$ cat config.mk
export PLATFORM = sky130hd
export DESIGN_NAME = register_file_arbiter_flat
export DESIGN_NICKNAME = d
export VERILOG_FILES = /design/src/rtl/register_file_arbiter_if.sv /design/src/rtl/register_file_arbiter.sv /design/src/flat_wrapper.sv
export SDC_FILE = /design/constraint.sdc
export NUM_CORES = 1
export LEC_CHECK = 0
export BUFFER_PORTS_ARGS = -buffer_cell sky130_fd_sc_hd__buf_2
export CELL_PAD_IN_SITES_DETAIL_PLACEMENT = 0
export CELL_PAD_IN_SITES_GLOBAL_PLACEMENT = 1
export CORE_AREA = 8 8 457 459
export CTS_BUF_LIST = sky130_fd_sc_hd__clkbuf_16
export CTS_CLUSTER_DIAMETER = 150
export DETAILED_ROUTE_END_ITERATION = 8
export DIE_AREA = 0 0 465 467
export PLACE_DENSITY_LB_ADDON = 0.1
export SYNTH_ARGS = -nofsm -noshare
export SYNTH_HDL_FRONTEND = slang
export SYNTH_SLANG_ARGS = --single-unit
$ cat constraint.sdc
create_clock -name in_clk -period 2.91 [get_ports in_clk]
set_clock_uncertainty 0.1 [all_clocks]
set_input_delay 0.7275 -clock in_clk [delete_from_list [all_inputs] [get_ports in_clk]]
set_output_delay 0.7275 -clock in_clk [all_outputs]
set_load 0.005 [all_outputs]
$ cat src/rtl/register_file_arbiter_if.sv
// Command/response bundle between host, coprocessor, arbiter and register_file.
// The arbiter takes the slave view; whoever drives requesters and the memory takes master.
interface register_file_arbiter_if #(
   parameter int size          = 6,
   parameter int cell_width    = 32,
   parameter int width         = cell_width * size,
   parameter int address_width = $clog2(size * size)
) ();
   logic                     in_h_req;
   logic                     in_h_write;
   logic [address_width-1:0] in_h_address;
   logic [1:0]               in_h_type;
   logic [1:0]               in_h_matrix;
   logic [width-1:0]         in_h_data;
   logic                     out_h_grant;
   logic [width-1:0]         out_h_rdata;
   logic                     out_h_rvalid;
   logic                     out_h_err;

   logic                     in_p_req;
   logic                     in_p_write;
   logic [address_width-1:0] in_p_address;
   logic [1:0]               in_p_type;
   logic [1:0]               in_p_matrix;
   logic [width-1:0]         in_p_data;
   logic                     out_p_grant;
   logic [width-1:0]         out_p_rdata;
   logic                     out_p_rvalid;
   logic                     out_p_err;

   logic [address_width-1:0] out_reg_address;
   logic [width-1:0]         out_reg_data;
   logic [1:0]               out_reg_type;
   logic [1:0]               out_reg_matrix;
   logic                     out_reg_read_en;
   logic                     out_reg_write_en;
   logic [width-1:0]         in_reg_data;

   modport slave (
      input  in_h_req, in_h_write, in_h_address, in_h_type, in_h_matrix, in_h_data,
      output out_h_grant, out_h_rdata, out_h_rvalid, out_h_err,
      input  in_p_req, in_p_write, in_p_address, in_p_type, in_p_matrix, in_p_data,
      output out_p_grant, out_p_rdata, out_p_rvalid, out_p_err,
      output out_reg_address, out_reg_data, out_reg_type, out_reg_matrix,
      output out_reg_read_en, out_reg_write_en,
      input  in_reg_data
   );

   modport master (
      output in_h_req, in_h_write, in_h_address, in_h_type, in_h_matrix, in_h_data,
      input  out_h_grant, out_h_rdata, out_h_rvalid, out_h_err,
      output in_p_req, in_p_write, in_p_address, in_p_type, in_p_matrix, in_p_data,
      input  out_p_grant, out_p_rdata, out_p_rvalid, out_p_err,
      input  out_reg_address, out_reg_data, out_reg_type, out_reg_matrix,
      input  out_reg_read_en, out_reg_write_en,
      output in_reg_data
   );
endinterface

$ cat src/rtl/register_file_arbiter.sv
// Round-robin owner of the single register_file port shared by host loader and coprocessor.
// Bursts are bounded to max_burst accesses whenever the other side is waiting.
module register_file_arbiter #(
   parameter int size          = 6,
   parameter int cell_width    = 32,
   parameter int width         = cell_width * size,
   parameter int address_width = $clog2(size * size),
   parameter int max_burst     = 4
) (
   input logic                    in_clk,
   input logic                    in_reset,
   register_file_arbiter_if.slave bus
);
   localparam int cnt_w = $clog2(max_burst + 1);

   typedef enum logic [1:0] {IDLE, OWN_H, OWN_P} state_t;

   state_t             state_q;
   logic               h_grant_q, p_grant_q;
   logic               ptr_q;            // 1: coprocessor wins the next tie
   logic [cnt_w-1:0]   cnt_q, cnt_d;
   logic               tag_valid_q, tag_q; // tag_q 1: pending read belongs to coprocessor
   logic               h_err_q, p_err_q;

   logic                     own_h, own_p;
   logic                     sel_req, sel_write, other_req, legal, access;
   logic [address_width-1:0] sel_address;
   logic [1:0]               sel_type, sel_matrix;
   logic [width-1:0]         sel_data;
   logic                     take_h, take_p, release_port;

   always_comb begin
      own_h       = (state_q == OWN_H);
      own_p       = (state_q == OWN_P);
      sel_req     = (own_h & bus.in_h_req) | (own_p & bus.in_p_req);
      sel_write   = own_p ? bus.in_p_write   : bus.in_h_write;
      sel_address = own_p ? bus.in_p_address : bus.in_h_address;
      sel_type    = own_p ? bus.in_p_type    : bus.in_h_type;
      sel_matrix  = own_p ? bus.in_p_matrix  : bus.in_h_matrix;
      sel_data    = own_p ? bus.in_p_data    : bus.in_h_data;
      other_req   = own_h ? bus.in_p_req     : bus.in_h_req;
      legal       = (sel_matrix != 2'b11) && (sel_type != 2'b11);
      access      = sel_req & legal;
      cnt_d       = (access && cnt_q != cnt_w'(max_burst)) ? cnt_q + cnt_w'(1) : cnt_q;
   end

   always_comb begin
      take_h       = 1'b0;
      take_p       = 1'b0;
      release_port = 1'b0;
      case (state_q)
         IDLE: begin
            take_h = bus.in_h_req & (~bus.in_p_req | ~ptr_q);
            take_p = bus.in_p_req & ~take_h;
         end
         OWN_H: begin
            take_p       = other_req & (~sel_req | (access & (cnt_d == cnt_w'(max_burst))));
            release_port = ~sel_req & ~other_req;
         end
         OWN_P: begin
            take_h       = other_req & (~sel_req | (access & (cnt_d == cnt_w'(max_burst))));
            release_port = ~sel_req & ~other_req;
         end
         default: release_port = 1'b1;
      endcase
   end

   always_ff @(posedge in_clk or negedge in_reset) begin
      if (!in_reset) begin
         state_q     <= IDLE;
         h_grant_q   <= 1'b0;
         p_grant_q   <= 1'b0;
         ptr_q       <= 1'b0;
         cnt_q       <= '0;
         tag_valid_q <= 1'b0;
         tag_q       <= 1'b0;
         h_err_q     <= 1'b0;
         p_err_q     <= 1'b0;
      end else begin
         tag_valid_q <= access & ~sel_write;
         tag_q       <= own_p;
         h_err_q     <= own_h & bus.in_h_req & ~legal;
         p_err_q     <= own_p & bus.in_p_req & ~legal;
         if (take_h) begin
            state_q   <= OWN_H;
            h_grant_q <= 1'b1;
            p_grant_q <= 1'b0;
            ptr_q     <= 1'b1;
            cnt_q     <= '0;
         end else if (take_p) begin
            state_q   <= OWN_P;
            h_grant_q <= 1'b0;
            p_grant_q <= 1'b1;
            ptr_q     <= 1'b0;
            cnt_q     <= '0;
         end else if (release_port) begin
            state_q   <= IDLE;
            h_grant_q <= 1'b0;
            p_grant_q <= 1'b0;
            cnt_q     <= '0;
         end else begin
            cnt_q     <= cnt_d;
         end
      end
   end

   assign bus.out_reg_read_en  = access & ~sel_write;
   assign bus.out_reg_write_en = access & sel_write;
   assign bus.out_reg_address  = access ? sel_address : '0;
   assign bus.out_reg_type     = access ? sel_type    : '0;
   assign bus.out_reg_matrix   = access ? sel_matrix  : '0;
   assign bus.out_reg_data     = (access & sel_write) ? sel_data : '0;

   // Return path follows the issuer tag, not the current owner.
   assign bus.out_h_grant  = h_grant_q;
   assign bus.out_p_grant  = p_grant_q;
   assign bus.out_h_rvalid = tag_valid_q & ~tag_q;
   assign bus.out_p_rvalid = tag_valid_q & tag_q;
   assign bus.out_h_rdata  = (tag_valid_q & ~tag_q) ? bus.in_reg_data : '0;
   assign bus.out_p_rdata  = (tag_valid_q & tag_q)  ? bus.in_reg_data : '0;
   assign bus.out_h_err    = h_err_q;
   assign bus.out_p_err    = p_err_q;
endmodule

$ cat src/flat_wrapper.sv
// flat-port wrapper written by rule: the top's interface ports become plain ports
module register_file_arbiter_flat 
#(
   parameter int size          = 6,
   parameter int cell_width    = 32,
   parameter int width         = cell_width * size,
   parameter int address_width = $clog2(size * size),
   parameter int max_burst     = 4
)
  (in_clk, in_reset, bus_in_h_req, bus_in_h_write, bus_in_h_address, bus_in_h_type, bus_in_h_matrix, bus_in_h_data, bus_out_h_grant, bus_out_h_rdata, bus_out_h_rvalid, bus_out_h_err, bus_in_p_req, bus_in_p_write, bus_in_p_address, bus_in_p_type, bus_in_p_matrix, bus_in_p_data, bus_out_p_grant, bus_out_p_rdata, bus_out_p_rvalid, bus_out_p_err, bus_out_reg_address, bus_out_reg_data, bus_out_reg_type, bus_out_reg_matrix, bus_out_reg_read_en, bus_out_reg_write_en, bus_in_reg_data);
  register_file_arbiter_if #(.size(size), .cell_width(cell_width), .width(width), .address_width(address_width)) bus_i ();
  input logic in_clk;
  input logic in_reset;
  input wire logic [$bits(bus_i.in_h_req)-1:0] bus_in_h_req;
  input wire logic [$bits(bus_i.in_h_write)-1:0] bus_in_h_write;
  input wire logic [$bits(bus_i.in_h_address)-1:0] bus_in_h_address;
  input wire logic [$bits(bus_i.in_h_type)-1:0] bus_in_h_type;
  input wire logic [$bits(bus_i.in_h_matrix)-1:0] bus_in_h_matrix;
  input wire logic [$bits(bus_i.in_h_data)-1:0] bus_in_h_data;
  output wire logic [$bits(bus_i.out_h_grant)-1:0] bus_out_h_grant;
  output wire logic [$bits(bus_i.out_h_rdata)-1:0] bus_out_h_rdata;
  output wire logic [$bits(bus_i.out_h_rvalid)-1:0] bus_out_h_rvalid;
  output wire logic [$bits(bus_i.out_h_err)-1:0] bus_out_h_err;
  input wire logic [$bits(bus_i.in_p_req)-1:0] bus_in_p_req;
  input wire logic [$bits(bus_i.in_p_write)-1:0] bus_in_p_write;
  input wire logic [$bits(bus_i.in_p_address)-1:0] bus_in_p_address;
  input wire logic [$bits(bus_i.in_p_type)-1:0] bus_in_p_type;
  input wire logic [$bits(bus_i.in_p_matrix)-1:0] bus_in_p_matrix;
  input wire logic [$bits(bus_i.in_p_data)-1:0] bus_in_p_data;
  output wire logic [$bits(bus_i.out_p_grant)-1:0] bus_out_p_grant;
  output wire logic [$bits(bus_i.out_p_rdata)-1:0] bus_out_p_rdata;
  output wire logic [$bits(bus_i.out_p_rvalid)-1:0] bus_out_p_rvalid;
  output wire logic [$bits(bus_i.out_p_err)-1:0] bus_out_p_err;
  output wire logic [$bits(bus_i.out_reg_address)-1:0] bus_out_reg_address;
  output wire logic [$bits(bus_i.out_reg_data)-1:0] bus_out_reg_data;
  output wire logic [$bits(bus_i.out_reg_type)-1:0] bus_out_reg_type;
  output wire logic [$bits(bus_i.out_reg_matrix)-1:0] bus_out_reg_matrix;
  output wire logic [$bits(bus_i.out_reg_read_en)-1:0] bus_out_reg_read_en;
  output wire logic [$bits(bus_i.out_reg_write_en)-1:0] bus_out_reg_write_en;
  input wire logic [$bits(bus_i.in_reg_data)-1:0] bus_in_reg_data;
  assign bus_i.in_h_req = bus_in_h_req;
  assign bus_i.in_h_write = bus_in_h_write;
  assign bus_i.in_h_address = bus_in_h_address;
  assign bus_i.in_h_type = bus_in_h_type;
  assign bus_i.in_h_matrix = bus_in_h_matrix;
  assign bus_i.in_h_data = bus_in_h_data;
  assign bus_out_h_grant = bus_i.out_h_grant;
  assign bus_out_h_rdata = bus_i.out_h_rdata;
  assign bus_out_h_rvalid = bus_i.out_h_rvalid;
  assign bus_out_h_err = bus_i.out_h_err;
  assign bus_i.in_p_req = bus_in_p_req;
  assign bus_i.in_p_write = bus_in_p_write;
  assign bus_i.in_p_address = bus_in_p_address;
  assign bus_i.in_p_type = bus_in_p_type;
  assign bus_i.in_p_matrix = bus_in_p_matrix;
  assign bus_i.in_p_data = bus_in_p_data;
  assign bus_out_p_grant = bus_i.out_p_grant;
  assign bus_out_p_rdata = bus_i.out_p_rdata;
  assign bus_out_p_rvalid = bus_i.out_p_rvalid;
  assign bus_out_p_err = bus_i.out_p_err;
  assign bus_out_reg_address = bus_i.out_reg_address;
  assign bus_out_reg_data = bus_i.out_reg_data;
  assign bus_out_reg_type = bus_i.out_reg_type;
  assign bus_out_reg_matrix = bus_i.out_reg_matrix;
  assign bus_out_reg_read_en = bus_i.out_reg_read_en;
  assign bus_out_reg_write_en = bus_i.out_reg_write_en;
  assign bus_i.in_reg_data = bus_in_reg_data;
  register_file_arbiter #(.size(size), .cell_width(cell_width), .width(width), .address_width(address_width), .max_burst(max_burst)) u_core (.in_clk(in_clk), .in_reset(in_reset), .bus(bus_i));
endmodule
==> metrics.yaml, run 1 <==
timing:
  finalMaxSlewViolations: 0
  worstMarginPinSlew_ps: 962.0
  setup_violations: 96
  fin_ws_ps: -80.31
  finalCritPeriodShare_pct: 102.8
  maxSlewHeadroom_pct: 34.03
  period_minus_slack_ps: 2990
  finalHoldViolations: 0
  max_freq_ghz: 0.3344
  fin_tns_setup_ps: -2727
  rsz0062_at_grt: "yes"
critical_path:
  worstPathArrival_ps: 2160
  r2r_setup_slack_ps: 270
  cp-start-kind: "input port"
  r2r_start: "u_core.bus.out_p_grant"
  cp_cell_sequence: "buf_6 -> a22oi_2 -> a32o_2 -> nand2_8 -> buf_16 -> clkbuf_16 -> nor2_1 -> buf_2"
  cp_slowest_stage_delay_ps: 270
  crit_slowest_cell: "a32o_2"
  rr_endpoint: "u_core.cnt_q[2]"
  cp.required_ps: 2080
  end_kind: "output pin"
  r2r_cells: 6
  crit_path_max_fanout: 12
  critPathKind: "in2out"
yosys:
  synth_flop_cell: "dfrtp_1"
  synth_top_area_share_pct: 31.76
  syn_area_per_cell_um2: 6.515
  netlist_instances: 982
  synth.mux.area_fraction_pct: 31.94
  synth_warnings: 0
  ys_seq_elements: 10
  synth-xor-area-share_pct: 0
  synth_edf_count: 0
  synth_area_um2: 6397
  ys_top_cells_by_count: "nor2_1, mux2i_1, and2_1"
  ys_types: 41
  syn-num-nets: 1590
  synthSimpleGateAreaFrac_pct: 52.40
  synth_top_family_by_area: "simple AND/OR/NAND/NOR gates"
  synthMostInstantiatedCell: "nor2_1"
  synth_compound_area_share_pct: 3.423
  yosysSeqAreaShare_pct: 3.912
  synth_top_area_cell: "mux2i_1"
  synthAdderAreaFrac_pct: 1.173
  synthTopCellsByArea: "mux2i_1, and2_1, and3_1"
  ys_async_sr_fraction_pct: 100.0
die:
  die_y_um: 467
  rows: 165
  die_w_um: 465
  core_um2: 201300
  initial_core_util_pct: 3.178
  io_pins: 1196
  die_area_um2: 217200
place:
  gp_congestion: 0.7389
  post-dp-hpwl_um: 98380
  port_buffers: 1195
  dp_cells: 4900
layout:
  multi_input_area_um2: 6420
  final_cells: 4968
  syn_to_final_growth_pct: 190.4
  fillers: 23934
  drive_gt1_share_pct: 67.14
  layout.area.seq_um2: 257.7
  fin_nets: 2876
route:
  viasPerCell: 2.529
  wire_per_inst_um: 22.38
  ant_nets: 0
  drt_iter0_drc: 333
  drt-pass1-iter-count: 4
  drcViolationCount: 0
  routed_wl_um: 111200
  vias: 12563
clocking:
  cts_buffers: 3
  clk_path_buf_depth: 2
  clock-sinks: 10
  worstSkewPairLatency_ps: 240
  cts_tree: "yes"
  h-tree-depth: 1
  cts.clk_slew.worst_paths_ps: 50
  cts_root_buf: "clkbuf_16"
min_path:
  min_path_type: "in2async"
run_status:
  status: "complete, but fails checks"
  violations: "negative setup slack"
global_routing:
  grt_max_degree: 64
  grt_pass1_vias: 13833
  antenna_found_initial: 69
  grt_pass1_wl_um: 138200
  grt_usage_pct: 9.221
  grt.overflow.total: 0
power:
  ir_drop_mv: 0.1897
  leakagePower_nw: 10.05
  powerDensity_nw_per_um2: 430.2
flow_run:
  maxCapViolations: 0
## flip-flops by register name (all words and copies together) (netlist names)
register                cells
u_core.tag_q                1
u_core.state_q              1
u_core.bus.out_p_err        1
u_core.tag_valid_q          1
u_core.cnt_q                3
u_core.ptr_q                1
u_core.bus.out_h_err        1
u_core.bus.out_p_grant      1
## worst max path at each step
| stage | slack [ps] | cells after the start | to | start |
|---|---|---|---|---|
| after global routing | -160 | 9 | bus_out_reg_data[98] | u_core.bus.out_p_grant |
| after global placement | -290 | 8 | bus_out_reg_data[89] | bus_in_p_matrix[1] |
| after floorplan | 180 | 6 | bus_out_reg_data[182] | bus_in_h_req |
| after detailed placement | -260 | 8 | bus_out_reg_data[89] | bus_in_p_matrix[1] |
| after CTS | -120 | 8 | bus_out_reg_data[5] | bus_in_p_matrix[1] |
| final | -80 | 8 | bus_out_reg_data[175] | bus_in_p_matrix[1] |
## metal layers
layer / GRT usage [%] / up-vias / routed length, um
met2: 18.76 / 774 / 60760
met4: 1.381 / 58 / 1899
met1: 8.922 / 5675 / 38530
met5: 0 / - / 377
li1: - / 5950 / -
met3: 3.380 / 106 / 9613
## cell type report
cell class              count  share of cell area (%)
inverters                   6                  0.1212
clock buffers               3                  0.4041
diodes                     29                  0.3907
well taps                2672                   18.00
multi-input cells         856                   34.56
flip-flops and latches     10                   1.388
clock inverters             1                 0.02021
repair buffers           1391                   45.12
## kinds of logic (layout without fill, tap and decap cells)
group | Yosys count | in the layout
other cells | 0 | 29
buf+inv | 116 | 1401
compound gates | 27 | 27
mux | 204 | 204
flops | 10 | 10
fa+ha+maj | 6 | 6
simple gates | 619 | 619
## metrics by stage
step	util [%]	cell area, um^2	worst slack, ps	power, W	hold slack [ps]
after global routing	9.205	18530	-161.3	0.008670	288.9
after detailed placement	8.346	16800	-261.1	0.006689	468.5
after global placement	8.346	16800	-289.8	0.006809	489.2
final	9.228	18580	-80.31	0.007990	273.8
after CTS	8.696	17500	-119.7	0.007697	285.4
after floorplan	-	6397	179.3	0.002846	331.9
## repair_timing
action / 4_1_cts / 5_1_grt
pin swaps: 0 / 19
hold buffers: 0 / 0
gates cloned: 6 / 10
buffers inserted: 8 / 11
endpoints found under the setup margin: 188 / 183
gates resized for setup: 81 / 166
## report_power, final
group	switching, W	internal (W)	total (W)
logic	0.00396	0.00355	0.00751
registers	0.0000407	0.000183	0.000224
clock network	0.0000767	0.000181	0.000258
total	0.00408	0.00391	0.00799
## cells in the final DEF, fill, tap and decap left out, drive strengths merged
cell,netlist,final
buf,20,1380
nor2,204,204
mux2i,203,203
and2,197,197
and3,194,194
diode,0,29
clkbuf,90,11
dfrtp,10,10
nand2,6,6
ha,6,6
inv,6,6
nor2b,6,6
nand3,4,4
o21ai,4,4
o211ai,3,3
a21oi,3,3
bufbuf,0,3
a22oi,3,3
a31oi,2,2
a2111oi,2,2
a22o,1,1
mux2,1,1
a32o,1,1
or2,1,1
nor4bb,1,1
a32oi,1,1
nor3b,1,1
o31ai,1,1
nand4,1,1
a211oi,1,1
nand2b,1,1
or3b,1,1
a211o,1,1
o21a,1,1
nor4b,1,1
nor4,1,1
a2111o,1,1
a21bo,1,1
o211a,1,1
clkinv,0,1
## critical path: cells and delay by family
| family | cells | cell delay, ps |
|---|---|---|
| buffers and inverters | 4 | 620 |
| and+or+nand+nor | 2 | 230 |
| AOI/OAI and AO/OA | 2 | 510 |
No activity file was read; power rests on OpenSTA's default activity.
==> run 2, diff against run 1 <==
--- a/config.mk
+++ b/config.mk
@@ -5,7 +5,6 @@
 export SDC_FILE = /design/constraint.sdc
 export NUM_CORES = 1
 export LEC_CHECK = 0
-export BUFFER_PORTS_ARGS = -buffer_cell sky130_fd_sc_hd__buf_2
 export CELL_PAD_IN_SITES_DETAIL_PLACEMENT = 0
 export CELL_PAD_IN_SITES_GLOBAL_PLACEMENT = 1
 export CORE_AREA = 8 8 457 459
@@ -13,6 +12,7 @@
 export CTS_CLUSTER_DIAMETER = 150
 export DETAILED_ROUTE_END_ITERATION = 8
 export DIE_AREA = 0 0 465 467
+export DONT_BUFFER_PORTS = 1
 export PLACE_DENSITY_LB_ADDON = 0.1
 export SYNTH_ARGS = -nofsm -noshare
 export SYNTH_HDL_FRONTEND = slang
==> constraint.sdc (replaced) <==
create_clock -name in_clk -period 3.4 [get_ports in_clk]
set_clock_uncertainty 0.1 [all_clocks]
set_input_delay 0.85 -clock in_clk [delete_from_list [all_inputs] [get_ports in_clk]]
set_output_delay 0.85 -clock in_clk [all_outputs]
set_load 0.005 [all_outputs]
==> metrics.yaml, run 2 (same netlist as run 1, synthesis figures left out) <==
run_status:
  status: "completed"
timing:
  finalHoldViolations: 0  # unchanged
  worstMarginPinSlew_ps: 830.9  # -131.1 ps
  finalMaxSlewViolations: 0  # unchanged
  finalCritPeriodShare_pct: 96.11
  period_minus_slack_ps: 3268
  maxSlewHeadroom_pct: 44.61  # +11 points
  max_freq_ghz: 0.3060
  rsz0062_at_grt: "no"
  setup_violations: 0  # -100%
route:
  drcViolationCount: 0  # unchanged
  drt-pass1-iter-count: 5  # +1
  viasPerCell: 2.232  # -12%
  wire_per_inst_um: 24.45  # +9.3%
  drt_iter0_drc: 349  # +4.8%
  ant_nets: 0  # unchanged
  routed_wl_um: 90870  # -18%
  vias: 8293  # -34%
global_routing:
  grt_pass1_wl_um: 108000  # -22%
  grt_max_degree: 194  # +200%
  busiest_layer: "met2"
  grt.overflow.total: 0  # unchanged
  grt_usage_pct: 7.432  # -1.8 points
  grt_pass1_vias: 8976  # -35%
  antenna_found_initial: 37  # -46%
  use_met3_pct: 1.494  # -1.9 points
  use_met1_pct: 7.692  # -1.2 points
  gr-usage-met2_pct: 15.39  # -3.4 points
critical_path:
  r2r_setup_slack_ps: 980  # +710 ps
  cp-start-kind: "flip-flop"
  rr_endpoint: "u_core.cnt_q[2]"
  crit_path_max_fanout: 13  # +1
  critPathKind: "reg2out"
  r2r_start: "u_core.state_q[0]"
  end_kind: "output pin"
  worstPathArrival_ps: 2320  # +160 ps
  r2r_cells: 7  # +1
  cp.required_ps: 2450  # +370 ps
layout:
  fillers: 23906  # -0.12%
  fin_nets: 1613  # -44%
  utilization_pct: 5.460  # -3.8 points
  largest_reg_flops: 3  # unchanged
  mostFrequentLayoutCells: "nor2_1, and2_1, and3_1"
  syn_to_final_growth_pct: 71.80
  final_common_cell: "nor2_1"
  top_register: "u_core.cnt_q"
  design_area_um2: 10990  # -41%
  drive_gt1_share_pct: 17.65  # -49 points
clocking:
  cts_tree: "yes"
  cts_root_buf: "clkbuf_16"
  worstSkewPairLatency_ps: 250  # about the same
  cts_hold_buf: 0  # unchanged
  clk_path_buf_depth: 2  # unchanged
  h-tree-depth: 1  # unchanged
  clock-sinks: 10  # unchanged
  cts.clk_slew.worst_paths_ps: 50  # about the same
  cts_buffers: 3  # unchanged
place:
  gp_congestion: 0.7883  # +6.7%
  postPlaceCellArea_um2: 10380  # -38%
  post-dp-hpwl_um: 82030  # -17%
  port_buffers: 0  # -100%
min_path:
  min_path_type: "in2async"
power:
  total_power_w: 0.004545  # -43%
  ir_drop_mv: 0.3071  # +62%
  powerDensity_nw_per_um2: 413.5  # -3.9%
  leakagePower_nw: 3.877  # -61%
flow_run:
  maxCapViolations: 0  # unchanged
die:
  rows: 165  # unchanged
  initial_core_util_pct: 3.178  # unchanged
  die_y_um: 467  # unchanged
  io_pins: 1196  # unchanged
  die_w_um: 465  # unchanged
  core_um2: 201300  # unchanged
  die_area_um2: 217200  # unchanged
## run 2: cell count changes in the layout (fill, tap and decap cells not counted), moves of 4 or more
| cell | delta |
|---|---|
| diode_2 | +12 |
| buf_12 | -10 |
| mux2i_1 | +22 |
| buf_2 | -1158 |
| nor2_2 | -26 |
| nor2_4 | -32 |
| buf_4 | -48 |
| mux2i_4 | -11 |
| nor2_1 | +58 |
| clkbuf_16 | -4 |
| mux2i_2 | -11 |
| buf_6 | -32 |
| buf_16 | -7 |
## run 2: worst max-delay path by stage
stage,from,endpoint,cells past startpoint
detailed placement,u_core.state_q[0],bus_out_reg_data[184],6
CTS,u_core.state_q[0],bus_out_reg_data[163],10
global placement,u_core.state_q[0],bus_out_reg_data[184],6
floorplan,bus_in_h_req,bus_out_reg_data[182],6
finish,u_core.bus.out_p_grant,bus_out_reg_data[41],9
global route,u_core.bus.out_p_grant,bus_out_reg_data[41],9
## run 2: area by class of cell
cell class	instances	area, um^2	share of cell area [%]
Sequential cell	10	259.0	2.357
Clock buffer	3	75.07	0.6831
Multi-Input combinational cell	856	5912	53.79
Tap cell	2672	3343	30.42
Timing Repair Buffer	128	1276	11.61
Inverter	6	22.52	0.2049
Antenna cell	41	102.6	0.9335
## run 2: per-layer routing
metal,vias to the layer above,part of all wire (%)
li1,3405,-
met1,3968,35
met2,846,56
met3,70,7.2
met4,4,1.5
met5,-,0.035
## run 2: critical path, cell delays in order, from the launching register on
cell	delay [ps]
dfrtp_2	450
ha_4	210
buf_12	160
nor2b_2	140
a32o_1	190
nand2_4	110
buf_16	190
buf_4	210
nor2_1	210
buf_4	160
## run 2: timing repair
| item | 4_1_cts | 5_1_grt |
|---|---|---|
| buffers inserted | 1 | 3 |
| endpoints found under the hold margin | 0 | 0 |
| resized for setup | 45 | 11 |
| gates cloned | 1 | 4 |
| endpoints found under the setup margin | 66 | 58 |
## run 2: report_power, final
part	internal, W	switching (W)	leakage (nW)
clock	0.000154	0.0000717	0.0372
combinational	0.00153	0.00254	3.71
sequential	0.000158	0.0000882	0.128
## run 2: stage by stage
stage               setup slack [ps]  setup TNS, ps  hold slack, ps  cells
finish                         132.2              0           197.6   3716
global route                   34.14              0           189.9   3701
CTS                          0.02820              0           192.4   3668
detailed placement            -424.7          -3352           455.4   3663
global placement              -429.9          -2739           455.4   3663
floorplan                      424.3              0           433.1    982
==> run 3, diff against run 2 <==
--- a/config.mk
+++ b/config.mk
@@ -7,11 +7,11 @@
 export LEC_CHECK = 0
 export CELL_PAD_IN_SITES_DETAIL_PLACEMENT = 0
 export CELL_PAD_IN_SITES_GLOBAL_PLACEMENT = 1
-export CORE_AREA = 8 8 457 459
+export CORE_AREA = 8 8 466 468
 export CTS_BUF_LIST = sky130_fd_sc_hd__clkbuf_16
 export CTS_CLUSTER_DIAMETER = 150
 export DETAILED_ROUTE_END_ITERATION = 8
-export DIE_AREA = 0 0 465 467
+export DIE_AREA = 0 0 474 476
 export DONT_BUFFER_PORTS = 1
 export PLACE_DENSITY_LB_ADDON = 0.1
 export SYNTH_ARGS = -nofsm -noshare
==> constraint.sdc (replaced) <==
create_clock -name in_clk -period 3.8 [get_ports in_clk]
set_clock_uncertainty 0.1 [all_clocks]
set_input_delay 0.95 -clock in_clk [delete_from_list [all_inputs] [get_ports in_clk]]
set_output_delay 0.95 -clock in_clk [all_outputs]
set_load 0.005 [all_outputs]
==> metrics.yaml, run 3 (same netlist as run 1, synthesis figures left out) <==
critical_path:
  rr_endpoint: "u_core.cnt_q[2]"
  cp_top_family: "multiplexers"
  cp_cell_sequence: "inv_2 -> ha_4 -> buf_16 -> mux2i_1 -> nor2_1 -> buf_4"
  critPathKind: "reg2out"
  r2r_start: "u_core.bus.out_p_grant"
  r2r_setup_slack_ps: 1240  # +260 ps
  crit_path_max_fanout: 122  # +109
  cp_slowest_stage_delay_ps: 730  # +280 ps
  crit_buf_inv: 3  # -1
  worstPathArrival_ps: 2720  # +400 ps
  cp.required_ps: 2750  # +300 ps
  end_kind: "output pin"
  cp-start-kind: "flip-flop"
  r2r_cells: 8  # +1
  worstSetupStartpoint: "u_core.state_q[0]"
  crit_slowest_cell: "mux2i_1"
timing:
  fin_tns_setup_ps: 0  # unchanged
  worstMarginPinSlew_ps: 1130  # +299.0 ps
  finalMaxSlewViolations: 0  # unchanged
  setup_violations: 0  # unchanged
  finalCritPeriodShare_pct: 99.16
  finalHoldViolations: 0  # unchanged
  max_freq_ghz: 0.2654
  maxSlewHeadroom_pct: 24.68  # -20 points
  period_minus_slack_ps: 3768
  rsz0062_at_grt: "yes"
min_path:
  min_path_type: "in2async"
flow_run:
  maxCapViolations: 0  # unchanged
layout:
  syn_to_final_growth_pct: 73.40
  mostFrequentLayoutCells: "nor2_1, and2_1, and3_1"
  final_common_cell: "nor2_1"
  fin_nets: 1617  # +0.25%
  drive_gt1_share_pct: 16.57  # -1.1 points
  largest_reg_flops: 3  # unchanged
  top_register: "u_core.cnt_q"
  final_cells: 3865  # +4.0%
clocking:
  cts_setup_buffers: 0  # -1
  cts_tree: "yes"
  clock-sinks: 10  # unchanged
  cts.clk_slew.worst_paths_ps: 50  # about the same
  cts_buffers: 3  # unchanged
  h-tree-depth: 1  # unchanged
  clk_path_buf_depth: 2  # unchanged
  worstSkewPairLatency_ps: 240  # about the same
  cts_root_buf: "clkbuf_16"
  cts_hold_buf: 0  # unchanged
run_status:
  status: "completed"
die:
  core_um2: 210400  # +4.5%
  die_y_um: 476  # +1.9%
  die_w_um: 474  # +1.9%
  rows: 169  # +2.4%
  initial_core_util_pct: 3.041  # -0.14 points
  io_pins: 1196  # unchanged
  die_area_um2: 225600  # +3.9%
power:
  p_int_w: 0.001608  # -13%
  p_clk_share_pct: 5.1  # about the same
  switching_share_pct: 59.37  # -0.11 points
  powerDensity_nw_per_um2: 356.7  # -14%
  p_seq_share_pct: 4.6  # -0.8 points
  ir_drop_mv: 0.4363  # +42%
  leakagePower_nw: 3.852  # -0.64%
  p_sw_w: 0.002349  # -13%
  p_comb_share_pct: 90.4  # +0.8 points
global_routing:
  grt_pass1_wl_um: 107700  # -0.24%
  grt_max_degree: 141  # -27%
  grt_pass1_vias: 8828  # -1.6%
  antenna_found_initial: 52  # +41%
  grt_usage_pct: 7.220  # -0.21 points
  grt.overflow.total: 0  # unchanged
route:
  wire_per_inst_um: 23.46  # -4.1%
  drt_iter0_drc: 404  # +16%
  ant_nets: 0  # unchanged
  drt-pass1-iter-count: 5  # unchanged
  vias: 8132  # -1.9%
  viasPerCell: 2.104  # -5.7%
  routed_wl_um: 90680  # -0.21%
  drcViolationCount: 0  # unchanged
place:
  port_buffers: 0  # unchanged
  dp_cells: 3825  # +4.4%
  post-dp-hpwl_um: 84200  # +2.7%
  gp_congestion: 0.7784  # -1.3%
==> run 3: cell types whose count changed in the layout (fill, tap and decap cells not counted), sizes merged <==
cell    previous run  this run
buf              123       132
diode             41        36
bufbuf             1         0
inv                6         7
clkbuf             7         3
==> run 3: stage by stage <==
stage,hold slack (ps),power [W],utilization (%),instance area [um^2],setup WS (ps)
2_1_floorplan,433.1,0.002179,-,6397,624.3
3_3_place_gp,477.7,0.003816,5.091,10710,-159.6
3_5_place_dp,470.6,0.003848,5.096,10720,-204.2
4_1_cts,290.7,0.004157,5.198,10940,-122.1
5_1_grt,287.6,0.004342,5.256,11060,-25.76
6_report,299.2,0.003957,5.273,11090,31.80
==> run 3: area by class of cell <==
type                            instances  area, um^2
Antenna cell                           36       90.09
Clock buffer                            3       75.07
Clock inverter                          1       3.754
Fill cell                           24945      199300
Inverter                                6       22.52
Multi-Input combinational cell        856        5904
Sequential cell                        10       257.7
Tap cell                             2821        3530
Timing Repair Buffer                  132        1210
==> run 3: power by group through the flow <==
stage / clock network (W) / logic [W] / registers, W
finish: 0.000200 / 0.00358 / 0.000180
detailed placement: 0 / 0.00366 / 0.000190
CTS: 0.000214 / 0.00375 / 0.000188
global placement: 0 / 0.00362 / 0.000192
global route: 0.000218 / 0.00394 / 0.000188
floorplan: 0 / 0.00202 / 0.000160
==> run 3: worst max path at each step <==
stage               cells after the start                    end
global placement                        6  bus_out_reg_data[187]
finish                                  6  bus_out_reg_data[126]
floorplan                               6  bus_out_reg_data[182]
detailed placement                      6  bus_out_reg_data[184]
global route                            7  bus_out_reg_data[164]
CTS                                     6  bus_out_reg_data[182]
==> run 3: routing by layer <==
| metal | GRT usage, % | part of all wire, % | vias to the layer above |
|---|---|---|---|
| li1 | - | - | 3411 |
| met1 | 7.622 | 35 | 3786 |
| met2 | 14.09 | 53 | 845 |
| met3 | 2.125 | 9.5 | 76 |
| met4 | 1.498 | 2.7 | 14 |
| met5 | 0 | 0.10 | - |
==> run 3: timing repair <==
action                                 in CTS  in global routing
resized for setup                          27                 11
endpoints found under the hold margin       0                  0
setup endpoints to repair                  23                 33
